==> src/rtl/blink_rate_controller.sv <==
// blink_rate_controller
// Start/stop and rate-select sequencer for the LED blink timer.
// Two raw push buttons are synchronised and edge-detected into one-cycle
// events. The events drive a two-state FSM (STOPPED/RUNNING) and a 7-entry
// rate preset index. A single period counter runs while RUNNING. At the end
// of each preset period it raises a one-cycle elapse pulse and toggles the LED.

module blink_rate_controller #(
    parameter int unsigned COUNT_100HZ   = 500000,
    parameter int unsigned COUNTER_WIDTH = 26
) (
    input  logic       clock,
    input  logic       reset_n,
    input  logic       button_start_stop,
    input  logic       button_next,
    output logic       led,
    output logic       timer_elapsed,
    output logic       running,
    output logic [2:0] freq_sel
);

    typedef enum logic {
        STOPPED = 1'b0,
        RUNNING = 1'b1
    } state_e;

    // Terminal counts (period - 1) for each preset, 1 Hz .. 100 Hz.
    localparam logic [COUNTER_WIDTH-1:0] TC_1HZ   = COUNTER_WIDTH'(100 * COUNT_100HZ - 1);
    localparam logic [COUNTER_WIDTH-1:0] TC_2HZ   = COUNTER_WIDTH'(50 * COUNT_100HZ - 1);
    localparam logic [COUNTER_WIDTH-1:0] TC_5HZ   = COUNTER_WIDTH'(20 * COUNT_100HZ - 1);
    localparam logic [COUNTER_WIDTH-1:0] TC_10HZ  = COUNTER_WIDTH'(10 * COUNT_100HZ - 1);
    localparam logic [COUNTER_WIDTH-1:0] TC_20HZ  = COUNTER_WIDTH'(5 * COUNT_100HZ - 1);
    localparam logic [COUNTER_WIDTH-1:0] TC_50HZ  = COUNTER_WIDTH'(2 * COUNT_100HZ - 1);
    localparam logic [COUNTER_WIDTH-1:0] TC_100HZ = COUNTER_WIDTH'(COUNT_100HZ - 1);

    // Button conditioning flops: two synchroniser stages plus an edge-detect stage.
    logic ss_meta_q, ss_sync_q, ss_prev_q;
    logic nx_meta_q, nx_sync_q, nx_prev_q;
    logic ss_evt, nx_evt;

    // Control state.
    state_e                   state_q, state_d;
    logic [COUNTER_WIDTH-1:0] count_q, count_d;
    logic [2:0]               freq_sel_q, freq_sel_d;
    logic                     led_q, led_d;
    logic                     elapsed_q, elapsed_d;
    logic                     running_q, running_d;

    logic [COUNTER_WIDTH-1:0] period_tc;
    logic [2:0]               freq_sel_inc;

    // Synchronise both buttons into the clock domain and keep one delayed copy for edge detection.
    always_ff @(posedge clock or negedge reset_n) begin
        if (!reset_n) begin
            ss_meta_q <= 1'b0;
            ss_sync_q <= 1'b0;
            ss_prev_q <= 1'b0;
            nx_meta_q <= 1'b0;
            nx_sync_q <= 1'b0;
            nx_prev_q <= 1'b0;
        end else begin
            ss_meta_q <= button_start_stop;
            ss_sync_q <= ss_meta_q;
            ss_prev_q <= ss_sync_q;
            nx_meta_q <= button_next;
            nx_sync_q <= nx_meta_q;
            nx_prev_q <= nx_sync_q;
        end
    end

    // A rising edge on the synchronised level gives exactly one event per press.
    assign ss_evt = ss_sync_q & ~ss_prev_q;
    assign nx_evt = nx_sync_q & ~nx_prev_q;

    // Select the terminal count for the current preset. Index 7 falls back to 1 Hz.
    always_comb begin
        period_tc = TC_1HZ;
        case (freq_sel_q)
            3'd0:    period_tc = TC_1HZ;
            3'd1:    period_tc = TC_2HZ;
            3'd2:    period_tc = TC_5HZ;
            3'd3:    period_tc = TC_10HZ;
            3'd4:    period_tc = TC_20HZ;
            3'd5:    period_tc = TC_50HZ;
            3'd6:    period_tc = TC_100HZ;
            default: period_tc = TC_1HZ;
        endcase
    end

    // Advance the preset index. It wraps 6 -> 0. A stray 7 is treated as 0, so it advances to 1.
    always_comb begin
        freq_sel_inc = freq_sel_q + 3'd1;
        case (freq_sel_q)
            3'd6:    freq_sel_inc = 3'd0;
            3'd7:    freq_sel_inc = 3'd1;
            default: freq_sel_inc = freq_sel_q + 3'd1;
        endcase
    end

    // Next-state logic: button events take priority over the period terminal count.
    always_comb begin
        state_d    = state_q;
        count_d    = count_q;
        freq_sel_d = freq_sel_q;
        led_d      = led_q;
        elapsed_d  = 1'b0;

        if (ss_evt || nx_evt) begin
            // Any event restarts the period. An event on the terminal-count
            // cycle suppresses that cycle's elapse and toggle.
            count_d = '0;
            if (ss_evt) begin
                if (state_q == RUNNING) begin
                    state_d = STOPPED;
                    led_d   = 1'b0;
                end else begin
                    state_d = RUNNING;
                end
            end
            if (nx_evt) begin
                freq_sel_d = freq_sel_inc;
            end
        end else if (state_q == RUNNING) begin
            if (count_q == period_tc) begin
                count_d   = '0;
                elapsed_d = 1'b1;
                led_d     = ~led_q;
            end else begin
                count_d = count_q + COUNTER_WIDTH'(1);
            end
        end else begin
            count_d = '0;
            led_d   = 1'b0;
        end

        running_d = (state_d == RUNNING);
    end

    // FSM state register.
    always_ff @(posedge clock or negedge reset_n) begin
        if (!reset_n) begin
            state_q <= STOPPED;
        end else begin
            state_q <= state_d;
        end
    end

    // Datapath and registered output flops.
    always_ff @(posedge clock or negedge reset_n) begin
        if (!reset_n) begin
            count_q    <= '0;
            freq_sel_q <= '0;
            led_q      <= 1'b0;
            elapsed_q  <= 1'b0;
            running_q  <= 1'b0;
        end else begin
            count_q    <= count_d;
            freq_sel_q <= freq_sel_d;
            led_q      <= led_d;
            elapsed_q  <= elapsed_d;
            running_q  <= running_d;
        end
    end

    assign led           = led_q;
    assign timer_elapsed = elapsed_q;
    assign running       = running_q;
    assign freq_sel      = freq_sel_q;

endmodule

==> config.mk <==
export PLATFORM = sky130hd
export DESIGN_NAME = blink_rate_controller
export DESIGN_NICKNAME = d
export VERILOG_FILES = /design/src/rtl/blink_rate_controller.sv
export SDC_FILE = /design/constraint.sdc
export NUM_CORES = 1
export LEC_CHECK = 0
export BUFFER_PORTS_ARGS = -buffer_cell sky130_fd_sc_hd__buf_2
export CAP_MARGIN = 20
export CORE_MARGIN = 2
export CORE_UTILIZATION = 40
export DETAILED_ROUTE_END_ITERATION = 8
export PLACE_DENSITY = 0.53
export SLEW_MARGIN = 0
export SYNTH_ARGS = -nofsm -noshare
export SYNTH_HDL_FRONTEND = slang
export SYNTH_SLANG_ARGS = --single-unit
==> constraint.sdc <==
create_clock -name clock -period 5.4 [get_ports clock]
set_input_delay 0.81 -clock clock [delete_from_list [all_inputs] [get_ports clock]]
set_output_delay 0.81 -clock clock [all_outputs]
set_load 0.02 [all_outputs]
==> metrics, run 1 <==
initial antenna violation count=0; Peak VDD IR=236 uV; Ys Warns=0; fmax=299 MHz; syn_nets=roughly 280; Slew Viols, Final=0; worst hold stages=0; Pre-antenna DRT Iters=4; worst-margin pin slew=0.851 ns; CTS tree=done; minimum clock period=about 3.3 ns; clk_lat worst skew=0.29 ns; Num CTS Buffers=5; Setup CP Type=reg -> reg; top_reg_cell synth=dfrtp_1; CP max stage delay=0.80 ns; layout cells sized above 1=16.7%; crit-path leading delay family=simple AND/OR/NAND/NOR gates; leakage power=about 1.1 nW; worst path bufs/invs=1; CTS Hold Buffers Added=0; CTS Buffer Depth=2; Critical Path AT=approximately 3.6 ns; Cell Pwr Density=approximately 360 nW/um2; worst r2r path cells=8; net count reported at finish=~270; # IOs=10; largest net degree at the start of global routing=39; Worst Path Max Fanout=28; post-synth cell types=56; crit-path cells=inv_1, ha_1, a2111oi_4, nor3_1, xnor2_1, nor4_1, and3_4, nor2b_1; unrepaired setup endpoints after global routing=false; vias in the first global route=approximately 1800; CTS Root Cell=clkbuf_8; Biggest register=count_q; count of cells resized by post-cts repair=0; drt total wl=between 5000 and 6000 um; row count=29; Max Cap Viol=0; Via Count=between 1500 and 2000; Hold Slack=between 0.3 and 0.4 ns; CTS sink count=38; Layout area overhead=3.13%; Crit. End Element=register; dpl hpwl=between 3000 and 4000 um; clk_skew=approximately 0.0053 ns; Syn Inst Count=approximately 270; Initial DRC Count=125; # port buffers=9; #FFs+latches synth=38; status=completed; Hold Crit Class=reg -> reg; Slew headroom=around 43%; initial core utilization=about two fifths; H-tree levels=2; GR Overflow Total=0; total negative slack=0 ns; Seq/Total Area, Yosys=36.6%; EDFF count, synth=0; Reg2Reg Setup Slack=between 2 and 2.5 ns; Post-Syn Area per Cell=approximately 10 um2; Die Wd=roughly 85 um; Clock transition at path regs=~0.07 ns; FF-to-FF End=timer_elapsed; DIE HEIGHT=between 80 and 90 um; drt drc=0; first-pass GRT wire length=9160 um; final worst path period share=61.8%; routability cong.=0.805; DR vias/cell=5.62; area of the die=between 7000 and 8000 um2; cell area after synthesis=between 2000 and 3000 um2; number of setup violations in the final report=0; CP max-delay cell=dfrtp_1; Setup crit start kind=register; ANT nets after route=0; postcts setup bufs=0; gr usage total=16.2%; Final Hold Fails=0; Critical Path End=timer_elapsed; utilization of the core after routing=42.4%; Worst path depth=8; CP startpoint=freq_sel[2]; # diodes=0; max FFs per register=26; ys async rst share=100%; WL/cell=~16 um; Crit path required time=5.62 ns; worst r2r src=freq_sel[2]; core footprint=roughly 6300 um2
==> cells in the final DEF, fill, tap and decap left out, drive strengths merged, types with 2 or more instances in the layout <==
cell type	count
dfrtp	38
nor3	33
xor2	20
nand2	19
xnor2	11
nor2	10
buf	10
o21ai	9
nand3	7
a21oi	7
nand4	7
ha	7
nor2b	7
clkbuf	7
nand2b	6
nor4	6
inv	5
or3	5
nor3b	5
and2	4
and4	4
o2111ai	3
nand3b	3
and3	3
a31oi	2
o31ai	2
nor4b	2
a2111oi	2
==> Yosys cell counts, drive strengths merged (2+ instances only) <==
master | number | area (um2)
xnor2 | 11 | 96.3
inv | 5 | 18.8
o21ai | 9 | 45.0
nor4 | 6 | 37.5
and4 | 4 | 37.5
a2111oi | 2 | 42.5
nor3 | 33 | 265
or3 | 5 | 31.3
and2 | 4 | 25.0
nand2 | 19 | 71.3
o31ai | 2 | 15.0
o2111ai | 3 | 26.3
a31oi | 2 | 12.5
clkbuf | 9 | 35.0
ha | 7 | 87.6
xor2 | 20 | 175
nor2 | 10 | 37.5
buf | 13 | 124
nor4b | 2 | 17.5
dfrtp | 38 | 951
nand4 | 7 | 43.8
nand3b | 3 | 22.5
nand3 | 7 | 35.0
and3 | 3 | 23.8
a21oi | 7 | 35.0
nor2b | 7 | 51.3
nor3b | 5 | 37.5
nand2b | 6 | 37.5
==> kinds of logic (layout without fill, tap and decap cells) <==
group / Yosys count / in the layout / share of synthesized area (%)
fa+ha+maj: 7 / 7 / 3.37
simple gates: 127 / 127 / 32.0
mux: 1 / 1 / 0.385
compound gates: 36 / 36 / 10.4
flops: 38 / 38 / 36.6
buf+inv: 27 / 23 / 6.84
xor+xnor: 31 / 31 / 10.5
==> area by class of cell <==
| class | count | area (um2) |
|---|---|---|
| Inverter | 5 | 18.8 |
| Clock buffer | 7 | 86.3 |
| Sequential cell | 38 | 951 |
| Clock inverter | 1 | 5.00 |
| Multi-Input combinational cell | 202 | 1470 |
| Timing Repair Buffer | 10 | 52.6 |
| Tap cell | 77 | 96.3 |
| Fill cell | 629 | 3630 |
==> worst min-delay path by stage <==
stage | start | to
global route | ss_meta_q | ss_sync_q
global placement | ss_meta_q | ss_sync_q
finish | nx_meta_q | nx_sync_q
CTS | nx_meta_q | nx_sync_q
detailed placement | nx_meta_q | nx_sync_q
floorplan | nx_meta_q | nx_sync_q
==> metal layers <==
metal,vias up,track usage (%),part of all wire [%]
met5,-,0,0
met1,928,25.0,51
met4,0,5.48,0.63
met3,2,2.75,3.3
li1,947,-,-
met2,33,22.7,45
==> power breakdown <==
group          switching (mW)  internal (mW)
sequential             0.0475          0.304
combinational           0.239          0.162
clock                  0.0998          0.103
==> through the flow <==
stage               cells  area [um2]  total power [mW]  setup WS (ns)
finish                340        2680             0.955           2.06
global route          340        2680              1.03           1.77
CTS                   340        2680             0.959           2.04
detailed placement    332        2590             0.753           2.07
global placement      332        2590             0.754           2.18
floorplan             267        2600             0.684           2.72
==> worst reg2reg max path, delay by kind of cell (launching register included) <==
family / cells / cell delay, ns
simple gates: 4 / 1.28
flops: 1 / 0.80
compound gates: 1 / 0.47
fa+ha+maj: 1 / 0.42
xor+xnor: 1 / 0.14
buf+inv: 1 / 0.18
(Power assumes the default switching activity.)
==> run 2, diff against run 1 <==
Clock period 5.4 ns to 3.45 ns, I/O delays scaled along.
==> metrics, run 2 (synthesis results as in run 1) <==
fmax=around 320 MHz; CTS Hold Buffers Added=0; utilization of the core after routing=42.6%; Pre-antenna DRT Iters=4; Max Cap Viol=0; CP max-delay cell=and3_4; Layout area overhead=3.56%; Peak VDD IR=419 uV; most frequent cells in the layout=38 x dfrtp_1, 20 x xor2_1, 20 x nor3_2, 19 x nand2_1, 13 x nor3_1; drt drc=0; worst-margin pin slew=between 0.8 and 0.9 ns; row count=29; # IOs=10; Clock transition at path regs=0.08 ns; first-pass GRT wire length=between 9000 and 10000 um; Register Area=~950 um2; vias in the first global route=about 1900; # diodes=0; layout cells sized above 1=about 17%; Setup CP Type=reg -> reg; largest net degree at the start of global routing=39; worst path bufs/invs=0; CTS Buffer Depth=2; CTS tree=done; Via Count=1900; leakage power=1.07 nW; most common cell after layout, fill and taps aside=dfrtp_1; Die Wd=84.6 um; clk_lat worst skew=roughly 0.29 ns; crit-path leading delay family=simple AND/OR/NAND/NOR gates; Biggest register=count_q; final worst path period share=91.2%; DIE HEIGHT=84.6 um; # port buffers=9; routability cong.=0.802; clk_skew=0.00883 ns; unrepaired setup endpoints after global routing=false; Final Hold Fails=0; CP max stage delay=around 0.54 ns; Multi-input gate area=1470 um2; Slew headroom=42.8%; minimum clock period=3.15 ns; area of the die=approximately 7200 um2; postcts setup bufs=0; DR vias/cell=around 5.6; max FFs per register=26; ANT nets after route=0; dpl hpwl=about 3700 um; Cell Pwr Density=558 nW/um2; fillers=~620; Slew Viols, Final=0; Num CTS Buffers=5; Crit path required time=around 3.7 ns; H-tree levels=2; CP dominant cell by count=ha_1; Initial DRC Count=~110; Critical Path AT=3.37 ns; core footprint=6310 um2; initial antenna violation count=0; initial core utilization=between 40% and 50%; total negative slack=0 ns; Worst Path Max Fanout=28; net count reported at finish=roughly 270; status=completed; gr usage total=about 17%; count of cells resized by post-cts repair=0; drt total wl=approximately 5400 um; number of setup violations in the final report=0; crit-path cells=ha_1, ha_1, a2111oi_4, nor3_1, xnor2_1, nor4_1, and3_4, nor2b_1; CTS Root Cell=clkbuf_8; Setup crit start kind=register; CTS sink count=38; Crit. End Element=register; Hold Crit Class=in -> async; GR Overflow Total=0; WL/cell=between 15 and 20 um
[run 2: worst reg2reg max path: stages, from the launching register on]
cell and delay [ns]:
dfrtp_1 0.52, ha_1 0.29, ha_1 0.37, a2111oi_4 0.49, nor3_1 0.14, xnor2_1 0.15
nor4_1 0.35, and3_4 0.54, nor2b_1 0.21
[run 2: report_power, final]
| part | internal, mW | switching [mW] |
|---|---|---|
| Combinational | 0.258 | 0.399 |
| Clock | 0.161 | 0.162 |
| Sequential | 0.476 | 0.0452 |
[run 2: layer usage]
metal / vias up / track usage, % / part of all wire, %
met5: - / 0 / 0
li1: 946 / - / -
met1: 929 / 24.1 / 51
met3: 5 / 3.44 / 2.5
met4: 0 / 4.76 / 1.0
met2: 20 / 25.2 / 45
[run 2: worst paths after layout]
kind	start	end	slack, ns	depth (start not counted)
worst max-delay path	freq_sel[1]	timer_elapsed	0.30	8
worst min-delay path	reset_n	ss_meta_q	0.32	1
worst max register to register	freq_sel[1]	timer_elapsed	0.30	8
worst min register to register	nx_meta_q	nx_sync_q	0.35	0
max in group asynchronous	reset_n	count_q[6]	2.57	1
min in group clock	button_start_stop	ss_meta_q	0.33	1
[run 2: per-stage QoR]
stage / hold slack (ns) / cells / setup slack (ns) / cell area [um2] / total power [mW]
after floorplan: 0.222 / 267 / 0.775 / 2600 / 1.07
after global placement: 0.332 / 333 / 0.332 / 2590 / 1.19
after detailed placement: 0.336 / 333 / 0.318 / 2590 / 1.19
after CTS: 0.321 / 341 / 0.294 / 2690 / 1.52
after global routing: 0.308 / 341 / 0.0506 / 2690 / 1.62
final: 0.324 / 341 / 0.302 / 2690 / 1.50
[run 2: area by class of cell]
cell class | count | area share [%]
sequential | 38 | 35.3
timing repair buffer | 11 | 2.23
clock inverter | 2 | 0.465
clock buffer | 6 | 3.07
multi-input combinational | 202 | 54.6
tap | 77 | 3.58
inverter | 5 | 0.698
